$ cat src/rtl/branch_unit.sv
// Branch resolution and fetch-PC stage with a not-taken predictor,
// a registered redirect/flush, and saturating branch statistics.
module branch_unit #(
    parameter logic [31:0] RESET_PC = 32'h0000_0000,
    parameter int          CNT_W    = 32
) (
    input  logic             clk_i,
    input  logic             rst_ni,
    input  logic             stall_i,
    input  logic             insn_vld_i,
    input  logic             is_branch_i,
    input  logic             is_jal_i,
    input  logic             is_jalr_i,
    input  logic [2:0]       funct3_i,
    input  logic             br_less_i,
    input  logic             br_equal_i,
    input  logic [31:0]      pc_ex_i,
    input  logic [31:0]      imm_i,
    input  logic [31:0]      rs1_data_i,
    input  logic             clr_cnt_i,
    output logic             br_unsigned_o,
    output logic [31:0]      pc_o,
    output logic             flush_o,
    output logic             illegal_o,
    output logic             misalign_o,
    output logic [CNT_W-1:0] br_cnt_o,
    output logic [CNT_W-1:0] taken_cnt_o
);

    typedef enum logic {RUN, REDIR} state_t;

    state_t             state_q;
    logic [31:0]        pc_q;
    logic [31:0]        tgt_q;
    logic               ill_q;
    logic               mis_q;
    logic [CNT_W-1:0]   br_q;
    logic [CNT_W-1:0]   tk_q;

    logic               cond;
    logic               is_br;
    logic               taken;
    logic               resolve;
    logic               ill_f3;
    logic [31:0]        target;

    localparam logic [CNT_W-1:0] ONE = {{(CNT_W-1){1'b0}}, 1'b1};

    always_comb begin
        cond   = 1'b0;
        ill_f3 = 1'b0;
        unique case (funct3_i)
            3'b000: cond = br_equal_i;
            3'b001: cond = !br_equal_i;
            3'b100: cond = br_less_i;
            3'b101: cond = !br_less_i;
            3'b110: cond = br_less_i;
            3'b111: cond = !br_less_i;
            3'b010: ill_f3 = 1'b1;
            3'b011: ill_f3 = 1'b1;
        endcase
    end

    // jalr > jal > branch when several type flags are set
    always_comb begin
        is_br  = is_branch_i && !is_jal_i && !is_jalr_i;
        taken  = is_jalr_i || is_jal_i || (is_br && cond);
        if (is_jalr_i)
            target = (rs1_data_i + imm_i) & ~32'h1;
        else
            target = pc_ex_i + imm_i;
    end

    assign resolve = insn_vld_i && !stall_i && (state_q == RUN);

    always_ff @(posedge clk_i or negedge rst_ni) begin
        if (!rst_ni) begin
            state_q <= RUN;
            pc_q    <= RESET_PC;
            tgt_q   <= 32'h0;
            ill_q   <= 1'b0;
            mis_q   <= 1'b0;
        end else begin
            ill_q <= resolve && is_br && ill_f3;
            mis_q <= resolve && taken && target[1];
            unique case (state_q)
                RUN: begin
                    if (!stall_i)
                        pc_q <= pc_q + 32'd4;
                    if (resolve && taken) begin
                        tgt_q   <= target;
                        state_q <= REDIR;
                    end
                end
                REDIR: begin
                    if (!stall_i) begin
                        pc_q    <= tgt_q;
                        state_q <= RUN;
                    end
                end
            endcase
        end
    end

    always_ff @(posedge clk_i or negedge rst_ni) begin
        if (!rst_ni) begin
            br_q <= '0;
            tk_q <= '0;
        end else if (clr_cnt_i) begin
            br_q <= '0;
            tk_q <= '0;
        end else if (resolve && is_br) begin
            if (br_q != '1)
                br_q <= br_q + ONE;
            if (cond && tk_q != '1)
                tk_q <= tk_q + ONE;
        end
    end

    assign br_unsigned_o = funct3_i[1];
    assign pc_o          = pc_q;
    assign flush_o       = (state_q == REDIR);
    assign illegal_o     = ill_q;
    assign misalign_o    = mis_q;
    assign br_cnt_o      = br_q;
    assign taken_cnt_o   = tk_q;

endmodule
$ cat config.mk
export PLATFORM = sky130hd
export DESIGN_NAME = branch_unit
export DESIGN_NICKNAME = d
export VERILOG_FILES = /design/src/rtl/branch_unit.sv
export SDC_FILE = /design/constraint.sdc
export NUM_CORES = 1
export LEC_CHECK = 0
export BUFFER_PORTS_ARGS = -buffer_cell sky130_fd_sc_hd__buf_2
export CORE_AREA = 2 2 125 151
export CTS_BUF_LIST = sky130_fd_sc_hd__clkbuf_4 sky130_fd_sc_hd__clkbuf_8
export CTS_CLUSTER_SIZE = 10
export DETAILED_ROUTE_END_ITERATION = 10
export DIE_AREA = 0 0 127 153
export PLACE_DENSITY = 0.84
export SYNTH_ARGS = -nofsm -noshare
export SYNTH_HDL_FRONTEND = slang
export SYNTH_SLANG_ARGS = --single-unit
$ cat constraint.sdc
create_clock -name clk_i -period 2.9 [get_ports clk_i]
set_input_delay 0.145 -clock clk_i [delete_from_list [all_inputs] [get_ports clk_i]]
set_output_delay 0.145 -clock clk_i [all_outputs]
set_load 0.02 [all_outputs]
---- Word level (Yosys, flattened, before mapping) ----
Cells that the tools add are included.
cells by class
  $add $sub $neg .......................... 5
  equal/unequal tests ..................... 11
  multiplexer cells ....................... 15
  bitwise logic cells ..................... 1
  reductions and logical operators ........ 28
operators with widths
  operator                                       count
  two-way mux 32 bit                             9
  adder 32 x 1 -> 32 bit, second input constant  2
  adder 32 bit                                   2
  inequality test 32 bit, second input constant  2
  case mux 32 bit (2 select lines)               1
  adder 32 x 3 -> 32 bit, second input constant  1
  == test 3 bit, second input constant           4
  logical AND 1 bit                              10
  AND reduction 2 bit                            4
  == test 3 x 2 -> 1 bit, second input constant  2
  nonzero test 2 bit                             3
  OR reduction 2 bit                             3
  zero test 1 bit                                5
  inequality test 2 bit, second input constant   2
  case mux 1 bit (4 select lines)                1
  == test 3 x 1 -> 1 bit, second input constant  1
  zero test 3 bit                                1
  two-way mux 1 bit                              3
  logical OR 1 bit                               2
  case mux 1 bit (2 select lines)                1
  inverter 1 bit                                 1
word-level totals
  flip-flop bits (word level) ............. 131
  bits of input ports ..................... 109
  output and inout port bits .............. 100
  word-level logic and storage cells ...... 67

---- Longest topological paths before layout ----
  depth after elaboration ................. 8
  mapped depth ............................ 11
  gate-level depth less buffers ........... 10

---- Least setup slack after synthesis ----
OpenSTA, ideal clock, no wires.
  kind .................................... input-to-reg
  start ................................... input port pc_ex_i[0]
  end ..................................... register tgt_q[28]
  library setup time ...................... 0.129 ns
  data arrival time ....................... 2.216 ns
  required time ........................... 2.771 ns
  path slack .............................. 0.555 ns
  cell stages on the path ................. 10
  buffers on the path ..................... 0
  path through ............................ ha_1 fa_1 a21oi_1 o211ai_1 a21o_1 a2111oi_0 o31ai_1 xor2_1 mux2i_1 o21ai_1
between the ends
  word-level cells in the longest chain between the ends .. 2
RTL lines
  item                  RTL line  source
  start, declared       17        input logic [31:0] pc_ex_i,
  adder 32 bit          71        target = pc_ex_i + imm_i;
  two-way mux 32 bit    68        if (is_jalr_i)
  end signal, assigned  91        tgt_q <= target;
  end, declared         34        logic [31:0] tgt_q;
Every way passes these cells.
A chain may end at the register's enable or synchronous reset.

---- Worst setup path in the final report ----
  start ................................... register pc_q[2] (netlist: pc_o[2])
  end ..................................... register pc_q[28] (netlist: pc_o[28])
between the ends
  word-level cells in the longest chain between the ends .. 3
RTL lines
  item                              RTL line  source
  start, declared                   33        logic [31:0] pc_q;
  start signal, assigned            89        pc_q <= pc_q + 32'd4;
  start signal, assigned            97        pc_q <= tgt_q;
  adder 32 x 3 -> 32 bit            89
  two-way mux 32 bit                88        if (!stall_i)
  case mux 32 bit (2 select lines)  86        unique case (state_q)
Every way passes these cells. The select of a mux whose other input is x is not followed.

==> results.tsv <==
stage	metric	value	unit
clocking	postCtsResizedCells	0	
clocking	ctsHoldBuffers	3	
critical_path	path_common_cell	nor3_1	
detailed_routing	drcViolationCount	0	
global_routing	grt_max_degree	84	
clocking	root_buffer	clkbuf_8	
timing	fin_skew	0.01771	ns
die	die-height	153	um
logic_synthesis	synthFlopType	dfrtp_1	
pwr	p_per_area	520.8	nW/um^2
detailed_routing	drtAntennaViolNets	0	
logic_synthesis	ys_seq_area_frac	0.3200	
critical_path	max_stage_delay	0.45	ns
detailed_routing	dr.pass1.iters	5	
critical_path	arrival	2.94	ns
logic_synthesis	yosysUniqueCellTypes	83	
critical_path	crit_type	reg2reg	
layout	area_delta_synth_final	17.03	%
logic_synthesis	synth_area	10240	um^2
timing	relSlewSlack	0.4942	
timing	tns	0	ns
logic_synthesis	synth_edf_count	0	
pwr	finalPower	0.006243	W
pwr	ir_drop	0.2968	mV
critical_path	cp-end-kind	flip-flop	
clocking	cts_buffers	17	
logic_synthesis	syn_inst	1231	
hold_path	min_path_type	in2reg	
timing	period_share	0.9002	
logic_synthesis	ys_seq_elements	131	
timing	finalHoldViolCount	0	
critical_path	required	3.23	ns
layout	layout.cells.most_common_list	buf_2 (207), nor2_1 (137), dfrtp_1 (130), o21ai_0 (119), nand2_1 (97)	
global_routing	grt_pass1_wl	46.71	mm
critical_path	start_kind	flip-flop	
placed_design	gp_congestion	0.9761	
critical_path	slowest_stage	dfrtp_1	
timing	rsz0062_at_grt	false	
clocking	cts_setup_buffers	0	
timing	fin_crit	2.611	ns
timing	fin_ws	0.2893	ns
die	io_pins	209	
die	coreArea	17970	um^2
global_routing	grt_pass1_vias	9729	
die	dieWidth	127	um
logic_synthesis	syn_area_per_cell	8.321	um^2
detailed_routing	wl_per_cell	16.99	um
layout	drive_gt1_frac	0.2067	
logic_synthesis	synth_fp_nets	1406	
timing	tightest_slew	0.7588	ns
layout	layout_commonest_cell	buf_2	
timing	drv_slew	0	
die	die-area	19430	um^2
timing	setup_viol	0	
outcome	status	finished clean	
clocking	clock_latency	0.44	ns
global_routing	overflow	0	
detailed_routing	drt_iter0_markers	679	
layout	utilization	0.6670	
placed_design	dp_slack	0.06769	ns
detailed_routing	routed_via_density	6.094	
detailed_routing	routed_wirelength	28.24	mm
pwr	leakage	5.602	nW
clocking	cts.path.max_buffers	2	
global_routing	antenna_found_initial	2	
global_routing	grt_usage	0.2899	
critical_path	cp_max_fo	7	
placed_design	dp_hpwl	21.81	mm
clocking	numClockSinks	131	
clocking	tritoncts	yes	
timing	clock.fmax	383.0	MHz
logic_synthesis	synth_warnings	0	
die	row_count	54	
logic_synthesis	synthArstFlopShare	1.000	
critical_path	crit_chain	ha_1 -> nand3_1 -> or2_2 -> nor3_1 -> nand4_1 -> nor3_1 -> a32oi_1 -> o21ai_0	
layout	final_nets	1599	
die	start_util	0.5700	
placed_design	io_buffers	208	
clocking	htree_levels	4	
job	max-cap-violations	0	
clocking	path_clk_slew	0.09	ns
layout	fill_cells	1536	
detailed_routing	vias	10130	
==> layer usage <==
layer  track usage  part of all wire
met1        0.3813              0.43
met2        0.4875              0.48
met3       0.04060             0.065
met4        0.1052             0.027
met5             0           0.00046
==> critical path: cells and delay by family, from the launching register on <==
family	cells	cell delay, ns
compound gates	2	0.41
fa+ha+maj	1	0.24
flops	1	0.45
simple gates	5	1.39
==> Yosys cell counts, types with 14 or more instances <==
cell	instances	area share
xor2_1	64	0.055
or3_1	17	0.010
nor4_1	14	0.0085
a21o_1	34	0.025
inv_1	22	0.0081
nand2_1	97	0.036
nand3_1	47	0.023
and3_1	22	0.013
clkbuf_1	39	0.014
a31oi_1	20	0.012
ha_1	64	0.078
mux2i_1	16	0.016
nand4_1	26	0.016
o21ai_0	119	0.058
nor2_1	137	0.050
dfrtp_1	131	0.32
nor3_1	26	0.013
a21oi_1	91	0.044
and2_1	14	0.0085
xnor2_1	43	0.037
==> flip-flops by register name (all words and copies together) (netlist names) <==
signal and count:
br_cnt_o 32, pc_o 32, taken_cnt_o 32, tgt_q 32
flush_o 1, illegal_o 1, misalign_o 1
==> worst paths after layout <==
kind                       startpoint         endpoint  slack [ns]  cells after the start
min in group asynchronous      rst_ni  taken_cnt_o[14]        0.31                      2
setup reg to reg              pc_o[2]         pc_o[28]        0.29                      8
hold reg to reg              tgt_q[8]         tgt_q[8]        0.49                      2
setup / recovery              pc_o[2]         pc_o[28]        0.29                      8
hold / removal             pc_ex_i[0]         tgt_q[0]        0.13                      4
max in group asynchronous      rst_ni         pc_o[30]        1.79                      3
==> per-stage QoR <==
stage	cell area (um^2)	hold slack, ns	instances
floorplan	10240	-0.1506	1231
global placement	11500	0.2467	1626
detailed placement	11500	0.2545	1626
CTS	11990	0.09586	1661
global route	11990	0.1531	1661
finish	11990	0.1263	1662
==> report_power, final <==
part | internal [W] | switching [W]
logic | 0.000802 | 0.00124
registers | 0.00213 | 0.000328
clock network | 0.000987 | 0.000749
total | 0.00392 | 0.00232
==> logic make-up after synthesis <==
kind of cell	count (synthesis)	share of synthesized area
AND/OR/NAND/NOR	457	0.2232
AO/OA/AOI/OAI	372	0.2320
flip-flops	131	0.3200
XOR/XNOR	107	0.09149
buffers and inverters	77	0.03017
adder cells (fa/ha/maj)	66	0.08208
multiplexers	21	0.02113
==> area by class of cell <==
cell class | instances | area (um^2) | share of cell area
flip-flops and latches | 131 | 3279 | 0.2736
diodes | 1 | 2.502 | 0.0002087
inverters | 23 | 86.33 | 0.007202
repair buffers | 228 | 1226 | 0.1023
clock buffers | 19 | 255.2 | 0.02129
clock inverters | 13 | 196.4 | 0.01639
well taps | 224 | 280.3 | 0.02338
multi-input cells | 1023 | 6661 | 0.5557
Note: power is estimated with default switching activity, not from simulation.
